### src/rtl/decode_stage.sv
// decode_stage: MIPS ID stage -- field split, control decode, load-use hazard detection, ID/EX register.
//
// Ports:
//   clk, reset                     clock and synchronous active-high reset
//   id_instr, id_pc_plus4          instruction and PC+4 from the IF/ID latch
//   id_valid                       IF/ID holds a real instruction
//   flush                          squash the instruction in ID (branch taken in EX)
//   rf_read_addr_a/b               rs/rt to the register file (combinational)
//   rf_data_a/b                    register file read data
//   wb_reg_write/addr/data         write-back port, used only for the optional bypass
//   stall                          hold PC and IF/ID this cycle (combinational)
//   ex_*                           registered ID/EX fields and control
//
// Build option: define WB_BYPASS_EN to forward same-cycle write-back data into the operands.
module decode_stage #(
    parameter int DATA_W = 32,
    parameter int ADDR_W = 5
) (
    input  logic              clk,
    input  logic              reset,
    input  logic [31:0]       id_instr,
    input  logic [31:0]       id_pc_plus4,
    input  logic              id_valid,
    input  logic              flush,
    output logic [ADDR_W-1:0] rf_read_addr_a,
    output logic [ADDR_W-1:0] rf_read_addr_b,
    input  logic [DATA_W-1:0] rf_data_a,
    input  logic [DATA_W-1:0] rf_data_b,
    input  logic              wb_reg_write,
    input  logic [ADDR_W-1:0] wb_write_addr,
    input  logic [DATA_W-1:0] wb_write_data,
    output logic              stall,
    output logic              ex_valid,
    output logic [31:0]       ex_pc_plus4,
    output logic [DATA_W-1:0] ex_data_a,
    output logic [DATA_W-1:0] ex_data_b,
    output logic [31:0]       ex_imm,
    output logic [ADDR_W-1:0] ex_rs,
    output logic [ADDR_W-1:0] ex_rt,
    output logic [ADDR_W-1:0] ex_write_reg,
    output logic [5:0]        ex_funct,
    output logic              ex_reg_write,
    output logic              ex_mem_read,
    output logic              ex_mem_write,
    output logic              ex_mem_to_reg,
    output logic              ex_alu_src,
    output logic              ex_branch,
    output logic [1:0]        ex_alu_op,
    output logic              ex_illegal
);

    typedef struct packed {
        logic              valid;
        logic [31:0]       pc_plus4;
        logic [DATA_W-1:0] data_a;
        logic [DATA_W-1:0] data_b;
        logic [31:0]       imm;
        logic [ADDR_W-1:0] rs;
        logic [ADDR_W-1:0] rt;
        logic [ADDR_W-1:0] write_reg;
        logic [5:0]        funct;
        logic              reg_write;
        logic              mem_read;
        logic              mem_write;
        logic              mem_to_reg;
        logic              alu_src;
        logic              branch;
        logic [1:0]        alu_op;
        logic              illegal;
    } idex_t;

    idex_t idex_q, idex_d;

    logic [5:0]        opcode;
    logic [ADDR_W-1:0] rs, rt, rd, write_reg;
    logic              reg_dst, reg_write, alu_src, mem_read, mem_write, mem_to_reg, branch, illegal;
    logic              uses_rt, hazard;
    logic [1:0]        alu_op;
    logic [DATA_W-1:0] op_a, op_b;

    assign opcode = id_instr[31:26];
    assign rs     = ADDR_W'(id_instr[25:21]);
    assign rt     = ADDR_W'(id_instr[20:16]);
    assign rd     = ADDR_W'(id_instr[15:11]);

    assign rf_read_addr_a = rs;
    assign rf_read_addr_b = rt;

    always_comb begin
        reg_dst    = 1'b0;
        reg_write  = 1'b0;
        alu_src    = 1'b0;
        mem_read   = 1'b0;
        mem_write  = 1'b0;
        mem_to_reg = 1'b0;
        branch     = 1'b0;
        alu_op     = 2'b00;
        illegal    = 1'b0;
        case (opcode)
            6'h00: begin reg_dst = 1'b1; reg_write = 1'b1; alu_op = 2'b10; end
            6'h23: begin alu_src = 1'b1; mem_read = 1'b1; mem_to_reg = 1'b1; reg_write = 1'b1; end
            6'h2B: begin alu_src = 1'b1; mem_write = 1'b1; end
            6'h04: begin branch = 1'b1; alu_op = 2'b01; end
            6'h08: begin alu_src = 1'b1; reg_write = 1'b1; end
            default: illegal = 1'b1;
        endcase
    end

    assign write_reg = reg_dst ? rd : rt;
    assign uses_rt   = (opcode == 6'h00) || (opcode == 6'h2B) || (opcode == 6'h04);

    // Only a load still sitting in EX can have data not yet forwardable; $0 never conflicts.
    assign hazard = idex_q.valid && idex_q.mem_read && (idex_q.write_reg != '0) && id_valid &&
                    ((idex_q.write_reg == rs) || (uses_rt && (idex_q.write_reg == rt)));
    assign stall  = hazard && !flush;

`ifdef WB_BYPASS_EN
    assign op_a = (wb_reg_write && wb_write_addr != '0 && wb_write_addr == rs) ? wb_write_data : rf_data_a;
    assign op_b = (wb_reg_write && wb_write_addr != '0 && wb_write_addr == rt) ? wb_write_data : rf_data_b;
`else
    // The register file is write-first, so the write-back port is not needed here.
    logic              unused_wb;
    assign unused_wb = ^{wb_reg_write, wb_write_addr, wb_write_data};
    assign op_a = rf_data_a;
    assign op_b = rf_data_b;
`endif

    // Bubbles are fully zeroed so EX never sees stale data from a squashed slot.
    always_comb begin
        idex_d = '0;
        if (!(flush || hazard || !id_valid)) begin
            idex_d.valid      = 1'b1;
            idex_d.pc_plus4   = id_pc_plus4;
            idex_d.data_a     = op_a;
            idex_d.data_b     = op_b;
            idex_d.imm        = {{16{id_instr[15]}}, id_instr[15:0]};
            idex_d.rs         = rs;
            idex_d.rt         = rt;
            idex_d.write_reg  = write_reg;
            idex_d.funct      = id_instr[5:0];
            idex_d.reg_write  = reg_write && (write_reg != '0);
            idex_d.mem_read   = mem_read;
            idex_d.mem_write  = mem_write;
            idex_d.mem_to_reg = mem_to_reg;
            idex_d.alu_src    = alu_src;
            idex_d.branch     = branch;
            idex_d.alu_op     = alu_op;
            idex_d.illegal    = illegal;
        end
    end

    always_ff @(posedge clk) begin
        if (reset) idex_q <= '0;
        else       idex_q <= idex_d;
    end

    assign ex_valid      = idex_q.valid;
    assign ex_pc_plus4   = idex_q.pc_plus4;
    assign ex_data_a     = idex_q.data_a;
    assign ex_data_b     = idex_q.data_b;
    assign ex_imm        = idex_q.imm;
    assign ex_rs         = idex_q.rs;
    assign ex_rt         = idex_q.rt;
    assign ex_write_reg  = idex_q.write_reg;
    assign ex_funct      = idex_q.funct;
    assign ex_reg_write  = idex_q.reg_write;
    assign ex_mem_read   = idex_q.mem_read;
    assign ex_mem_write  = idex_q.mem_write;
    assign ex_mem_to_reg = idex_q.mem_to_reg;
    assign ex_alu_src    = idex_q.alu_src;
    assign ex_branch     = idex_q.branch;
    assign ex_alu_op     = idex_q.alu_op;
    assign ex_illegal    = idex_q.illegal;

endmodule

### config.mk
export PLATFORM = sky130hd
export DESIGN_NAME = decode_stage
export DESIGN_NICKNAME = d
export VERILOG_FILES = /design/src/rtl/decode_stage.sv
export SDC_FILE = /design/constraint.sdc
export NUM_CORES = 1
export LEC_CHECK = 0
export ABC_CLOCK_PERIOD_IN_PS = 6000
export CAP_MARGIN = 0
export CORE_AREA = 2 2 131 133
export DETAILED_ROUTE_END_ITERATION = 10
export DIE_AREA = 0 0 133 135
export PLACE_DENSITY = 0.63
export RECOVER_POWER = 100
export SETUP_SLACK_MARGIN = 0.4
export SYNTH_ARGS = -nofsm -noshare
export SYNTH_HDL_FRONTEND = slang
export SYNTH_SLANG_ARGS = --single-unit
### constraint.sdc
create_clock -name clk -period 6 [get_ports clk]
set_input_delay 1.2 -clock clk [delete_from_list [all_inputs] [get_ports clk]]
set_output_delay 1.2 -clock clk [all_outputs]
set_load 0.05 [all_outputs]
Yosys cells after proc, flatten, opt, wreduce, memory -nomap -nowiden
Cells that the tools add are included.
{"block": "totals", "register_bits": 142, "out_inout_bits": 170, "word_cells": 53}
{"block": "op_classes", "n_eq_ne": 6, "muxes": 10, "n_reduce_logical": 21}
{"op": "two-way mux 159 bit", "count": 1}
{"op": "== test 6 bit, second input constant", "count": 2}
{"op": "== test 5 bit", "count": 2}
{"op": "nonzero test 5 bit", "count": 2}
{"op": "logical AND 1 bit", "count": 7}
{"op": "two-way mux 1 bit", "count": 7}
{"op": "== test 6 x 3 -> 1 bit, second input constant", "count": 1}
{"op": "== test 6 x 4 -> 1 bit, second input constant", "count": 1}
{"op": "logical NOT 6 bit", "count": 1}
{"op": "OR reduction 3 bit", "count": 2}
{"op": "logical OR 1 bit", "count": 5}
{"op": "two-way mux 5 bit", "count": 1}
{"op": "OR reduction 5 bit", "count": 1}
{"op": "one-hot mux 2 bit (2 select lines)", "count": 1}
{"op": "logical NOT 1 bit", "count": 2}
{"op": "OR reduction 2 bit", "count": 1}

Longest topological paths before layout
Gate-level depths: netlist of the first run.
{"block": "logic_depth", "word_depth": 9, "ltp_mapped": 9, "ltp_nobuf": 5}

Least setup slack after synthesis of the first run
No wires, ideal clock.
{"block": "synth_path", "path_kind": "input -> output", "start": "input id_instr[27]", "end": "output stall", "arrival_time_ns": 2.869, "slack_ns": 1.931, "stages": 7, "path_cell_list": "or3_1 > clkbuf_1 > o22ai_1 > and4b_1 > buf_6 > nor2_1 > nor2_1"}
{"block": "synth_via", "elab_chain_cells": 7}
{"element": "from (decl)", "line_no": "21", "source": "input logic [31:0] id_instr,"}
{"element": "== test 6 bit or logical NOT 6 bit (tied branches)", "line_no": "110", "source": "assign uses_rt = (opcode == 6'h00) || (opcode == 6'h2B) || (opcode == 6'h04);"}
{"element": "logical OR 1 bit", "line_no": "110"}
{"element": "logical OR 1 bit (*)", "line_no": "110"}
{"element": "logical AND 1 bit (*)", "line_no": "114", "source": "((idex_q.write_reg == rs) || (uses_rt && (idex_q.write_reg == rt)));"}
{"element": "logical OR 1 bit (*)", "line_no": "114"}
{"element": "logical AND 1 bit (*)", "line_no": "113", "source": "assign hazard = idex_q.valid && idex_q.mem_read && (idex_q.write_reg != '0) && id_valid &&"}
{"element": "logical AND 1 bit (*)", "line_no": "115", "source": "assign stall = hazard && !flush;"}
{"element": "to (decl)", "line_no": "32", "source": "output logic stall,"}
Every way passes the cells marked *; elsewhere a longest branch is shown, timed or not.

Final worst setup path of the first run
Ends and elaborated chain as after synthesis.

==> results of run 1 <==
==> how the worst max path moves through the flow <==
stage / endpoint / slack, ns / cells past startpoint
floorplan: stall / 1.93 / 7
global placement: stall / 1.04 / 7
detailed placement: stall / 1.05 / 7
CTS: stall / 1.03 / 7
global route: stall / 0.81 / 7
finish: stall / 0.93 / 7
==> stage by stage <==
step	worst slack [ns]	util	area (µm²)
floorplan	1.931	-	4238
global placement	1.044	0.4383	7192
detailed placement	1.046	0.4383	7192
CTS	1.027	0.4751	7795
global route	0.8066	0.4736	7770
finish	0.9271	0.4736	7770
==> critical path: cells and delay by family <==
kind            cells  cell delay, ns
simple gates        4            1.02
buf+inv             2            1.42
compound gates      1            0.23
==> power by group <==
| part | leakage (nW) | internal, W | switching (W) | total, W |
|---|---|---|---|---|
| Sequential | 1.10 | 0.000920 | 0.00000687 | 0.000927 |
| Combinational | 2.07 | 0.000127 | 0.000156 | 0.000283 |
| Clock | 0.290 | 0.000660 | 0.000399 | 0.00106 |
| Total | 3.45 | 0.00171 | 0.000562 | 0.00227 |
==> synthesized netlist by cell type, types with 3 or more instances <==
| master | n |
|---|---|
| and2_1 | 123 |
| buf_4 | 34 |
| buf_6 | 3 |
| clkbuf_2 | 11 |
| dfxtp_1 | 135 |
| mux2i_1 | 5 |
| nor2_1 | 7 |
| nor4_1 | 7 |
| or4_1 | 3 |
| xnor2_1 | 3 |
| xor2_1 | 7 |
==> final cells by class <==
| cell class | count | area share |
|---|---|---|
| multi-input combinational | 179 | 0.1494 |
| clock inverter | 13 | 0.02190 |
| clock buffer | 19 | 0.05572 |
| tap | 220 | 0.03543 |
| timing repair buffer | 304 | 0.3897 |
| sequential | 135 | 0.3478 |
==> cells in the final DEF, fill, tap and decap left out, types with 4 or more instances in the layout <==
cell,n
and2_0,54
and2_1,69
clkbuf_1,4
clkbuf_16,17
clkdlybuf4s50_1,129
dfxtp_1,135
dlygate4sd3_1,172
mux2i_1,5
nor2_1,7
nor4_1,8
xor2_1,7
==> cell families (layout without fill, tap and decap cells) <==
kind of cell           Yosys count  count (layout)
AO/OA/AOI/OAI                    8               8
XOR/XNOR                        10              10
AND/OR/NAND/NOR                156             156
buffers and inverters           51             336
flip-flops                     135             135
multiplexers                     5               5
==> layer usage <==
metal / GRT usage / vias up / part of all wire
li1: - / 1669 / -
met1: 0.1393 / 1564 / 0.37
met4: 0.06691 / 0 / 0.025
met3: 0.05218 / 22 / 0.086
met5: 0 / - / 0
met2: 0.2398 / 170 / 0.52
==> impl_metrics.yaml, run 1 <==
floorplan:
  die_w_um: 133
  start_util: 0.2583
  rows: 47
  core_um2: 16410
  dieArea_um2: 17960
  io_pins: 340
  die_h_um: 135
cells_and_area:
  multi_input_area_um2: 1161
  fillerInstances: 1447
  area_growth_pct: 83.35
  final_cells: 870
  ff_latch_area_um2: 2703
  diodes: 0
  nNetsFinal: 807
  drive_above_1_share: 0.05077
setup_path:
  r2r_slack_ns: 2.23
  cp.required_ns: 4.80
  regToRegEndpoint: "ex_alu_op[0]$_SDFF_PP0_"
  max_stage_delay_ns: 0.87
  crit_fanout: 8
  cpMaxStageDelayCell: "dlygate4sd3_1"
  startpoint: "id_instr[27]"
  r2r-start: "ex_write_reg[2]$_SDFF_PP0_"
  critPathKind: "primary input to output pin"
  crit_path_start_kind: "primary input"
  arrival_ns: 3.87
  worst_setup_path_end_kind: "output pin"
  crit_chain: "dlygate4sd3_1 -> or3_1 -> o22ai_1 -> and4b_1 -> nor2_1 -> nor2_1 -> dlygate4sd3_1"
  worstRegToRegCells: 6
cts:
  cts_resized: 0
  postCtsHoldBufs: 0
  cts_setup_buffers: 0
  htreeDepth: 4
  cts.sinks: 135
  cts_buffers: 17
  cts_root_buf: "clkbuf_16"
  clk_pin_slew_ns: 0.06
  insertion_delay_ns: 0.41
  cts_tree: "yes"
  cts_buffer_depth: 2
detailed_routing:
  viasPerCell: 3.937
  routed-via-count: 3425
  post-route-drc-count: 0
  drt_first_pass_iters: 4
  wire_per_inst_um: 13.97
  route.antenna.remaining_nets: 0
  drt-total-wl_um: 12150
  drt_iter0_drc: 96
min_path:
  hold_class: "flop to flop"
  hold_path_depth: 4
  worst_hold_path.endpoint: "ex_write_reg[3]$_SDFF_PP0_"
  hp-start: "ex_write_reg[3]$_SDFF_PP0_"
global_routing:
  grt_overflow: 0
  grt_start_max_net_pins: 73
  antenna_found_initial: 0
  first_global_vias: 3455
  grt_pass1_wl_um: 18440
  grt_usage: 0.1349
logic_synthesis:
  synthAdderAreaFrac: 0
  synth_edf_count: 0
  synth.avg_cell_area_um2: 11.61
  ys.flop_type: "dfxtp_1"
  synth_compound_area_frac: 0.01240
  syn_nets: 535
  synth_xor_xnor_area_share: 0.02067
  ys_ff_latch: 135
  synth.largest_area_cell: "dfxtp_1"
  async_flop_share: 0
  yosysSeqAreaShare: 0.6377
  synth_top_family_by_area: "simple AND/OR/NAND/NOR gates"
  synth_simple_gate_area_frac: 0.2332
  synth_area_leaders: "dfxtp_1, and2_1, buf_4, xor2_1, clkbuf_2"
  syn_inst: 365
  syn-cell-area_um2: 4238
  synthMuxAreaShare: 0.01181
  synth_top_area_share: 0.6377
  synth_cell_types: 31
  yosys_warnings: 0
power_and_ir_drop:
  irDropWorstVdd_mv: 0.1817
  p_total_w: 0.002269
  p_leak_nw: 3.455
  p_per_area_nw_per_um2: 292.0
sta:
  max_clock_freq_mhz: 197.1
  rsz0062_at_grt: "false"
  min_period_over_period: 0.8455
  hold_ws_ns: 0.9193
  tns_ns: 0
  drv_slew: 131
  fin_crit_ns: 5.073
  finalSetupViolCount: 0
  finClkSkew_ns: 0.008435
  worst_pin_slew_ns: 2.269
  hold_viol_final: 0
  relSlewSlack: -0.5130
run:
  maxCapViolCount: 3
run_status:
  violations: "max-capacitance violations, max-slew violations"
  run_status: "complete, but fails checks"
placed_design:
  hpwl_um: 9373
  io_buffers: 301
  gp_congestion: 0.7850
  dp.cells: 838
Power figures use the tool's default switching activity.
==> inputs of run 2 (changes only) <==
--- a/config.mk
+++ b/config.mk
@@ -5,12 +5,12 @@
 export SDC_FILE = /design/constraint.sdc
 export NUM_CORES = 1
 export LEC_CHECK = 0
-export ABC_CLOCK_PERIOD_IN_PS = 6000
+export ABC_CLOCK_PERIOD_IN_PS = 4600
 export CAP_MARGIN = 0
-export CORE_AREA = 2 2 131 133
+export CORE_AREA = 2 2 132 134
 export DETAILED_ROUTE_END_ITERATION = 10
-export DIE_AREA = 0 0 133 135
-export PLACE_DENSITY = 0.63
+export DIE_AREA = 0 0 134 136
+export PLACE_DENSITY = 0.65
 export RECOVER_POWER = 100
 export SETUP_SLACK_MARGIN = 0.4
 export SYNTH_ARGS = -nofsm -noshare
==> constraint.sdc (replaced) <==
create_clock -name clk -period 4.6 [get_ports clk]
set_input_delay 0.92 -clock clk [delete_from_list [all_inputs] [get_ports clk]]
set_output_delay 0.92 -clock clk [all_outputs]
set_load 0.05 [all_outputs]
==> impl_metrics.yaml, run 2 (synthesis gave the netlist of run 1 again) <==
run_status:
  run_status: "complete, but fails checks"
  violations: "max-capacitance violations, max-slew violations"
cells_and_area:
  fillerInstances: 1562
  area_growth_pct: 81.81
  diodes: 0
  utilization: 0.4566
  nNetsFinal: 807
  drive_above_1_share: 0.05239
  layout_common_cells: "dlygate4sd3_1, dfxtp_1, clkdlybuf4s50_1, and2_1, and2_0"
  final_common_cell: "dlygate4sd3_1"
cts:
  cts_root_buf: "clkbuf_16"
  cts_resized: 0
  htreeDepth: 4
  postCtsHoldBufs: 0
  cts_buffers: 17
  cts_buffer_depth: 2
  cts_setup_buffers: 0
  cts.sinks: 135
  cts_tree: "yes"
  clk_pin_slew_ns: 0.06
  insertion_delay_ns: 0.41
sta:
  fin_crit_ns: 4.162
  min_period_over_period: 0.9048
  finClkSkew_ns: 0.01040
  drv_slew: 62
  max_clock_freq_mhz: 240.3
  hold_viol_final: 0
  finalSetupViolCount: 0
  tns_ns: 0
  rsz0062_at_grt: "false"
  worst_pin_slew_ns: 1.959
  relSlewSlack: -0.3062
setup_path:
  cp.required_ns: 3.68
  worst_setup_path_end_kind: "output pin"
  cpMaxStageDelayCell: "dlygate4sd3_1"
  critPathKind: "primary input to output pin"
  cpMostUsedCell: "nor2_1"
  crit_chain: "dlygate4sd3_1 -> or3_1 -> o22ai_1 -> and4b_1 -> nor2_1 -> nor2_1 -> clkbuf_1"
  cpLargestDelayFamily: "simple AND/OR/NAND/NOR gates"
  crit_fanout: 8
  crit_path_start_kind: "primary input"
  arrival_ns: 3.24
  cp_num_buf_inv: 2
  max_stage_delay_ns: 0.54
run:
  maxCapViolCount: 1
global_routing:
  first_global_vias: 3507
  antenna_found_initial: 0
  grt_overflow: 0
  grt_usage: 0.1332
  grt_pass1_wl_um: 18530
  grt_start_max_net_pins: 69
power_and_ir_drop:
  irDropWorstVdd_mv: 0.2299
  power_frac_comb: 0.132
  internal_power_w: 0.002103
  clkPwrFrac: 0.438
  p_per_area_nw_per_um2: 365.0
  netSwitchingFraction: 0.2524
  p_leak_nw: 3.441
  power_frac_seq: 0.430
  p_switching_w: 0.0007098
min_path:
  hold_class: "flop to flop"
floorplan:
  rows: 48
  io_pins: 340
  dieArea_um2: 18220
  start_util: 0.2511
  core_um2: 16880
  die_h_um: 136
  die_w_um: 134
detailed_routing:
  wire_per_inst_um: 14.27
  drt_first_pass_iters: 4
  viasPerCell: 3.975
  drt_iter0_drc: 85
  route.antenna.remaining_nets: 0
  post-route-drc-count: 0
  drt-total-wl_um: 12470
  routed-via-count: 3474
placed_design:
  gp_congestion: 0.8232
  hpwl_um: 9763
  io_buffers: 301
run 2: cell count changes in the layout (fill, tap and decap cells not counted), sizes merged:
cell           previous run  this run
clkinv                    4         9
bufinv                    3         1
dlygate4sd3             172       170
inv                       4         2
clkdlybuf4s50           129       130
clkinvlp                  2         1
run 2: final cells by class:
cell class                      count  area [µm²]  area share
Sequential cell                   135        2703      0.3508
Tap cell                          225       281.5     0.03654
Timing Repair Buffer              304        3023      0.3923
Multi-Input combinational cell    179        1161      0.1507
Clock inverter                     13       107.6     0.01397
Clock buffer                       18       429.2     0.05570
run 2: path summary, 6_finish.rpt:
| kind | to | slack (ns) | depth (start not counted) | startpoint |
|---|---|---|---|---|
| setup / recovery | stall | 0.44 | 7 | id_instr[27] |
| hold / removal | ex_write_reg[1]$_SDFF_PP0_ | 0.94 | 4 | ex_write_reg[3]$_SDFF_PP0_ |
| setup reg to reg | ex_alu_op[0]$_SDFF_PP0_ | 1.01 | 6 | ex_write_reg[2]$_SDFF_PP0_ |
| hold reg to reg | ex_write_reg[1]$_SDFF_PP0_ | 0.94 | 4 | ex_write_reg[3]$_SDFF_PP0_ |
run 2: per-stage QoR:
stage | setup WS [ns] | area, µm² | cells | total power (W) | hold WS (ns)
2_1_floorplan | 1.091 | 4238 | 365 | 0.001435 | 1.042
3_3_place_gp | 0.8074 | 7196 | 843 | 0.001622 | 0.9383
3_5_place_dp | 0.8012 | 7196 | 843 | 0.001625 | 0.9571
4_1_cts | 0.7931 | 7732 | 874 | 0.002876 | 0.9682
5_1_grt | 0.3525 | 7705 | 874 | 0.002928 | 1.041
6_report | 0.4381 | 7705 | 874 | 0.002812 | 0.9368
run 2: power groups by stage:
stage	Clock [W]	Combinational, W	Sequential, W
2_1_floorplan	0	0.0000908	0.00134
3_3_place_gp	0	0.000386	0.00124
3_5_place_dp	0	0.000389	0.00124
4_1_cts	0.00127	0.000390	0.00121
5_1_grt	0.00133	0.000389	0.00121
6_report	0.00123	0.000371	0.00121
run 2: worst reg2reg max path, delay by kind of cell, from the launching register on:
| kind | cells | cell delay, ns |
|---|---|---|
| DFF | 1 | 0.37 |
| and+or+nand+nor | 4 | 1.55 |
| buffers and inverters | 1 | 1.44 |
| AOI/OAI and AO/OA | 1 | 0.18 |
run 2: per-layer routing:
layer  wire, µm  part of all wire  vias up  global-route usage
li1           -                 -     1666                   -
met1       4551              0.36     1589              0.1362
met2       6340              0.51      196              0.2271
met3       1285              0.10       23             0.07047
met4        295             0.024        0             0.05851
met5          0                 0        -                   0
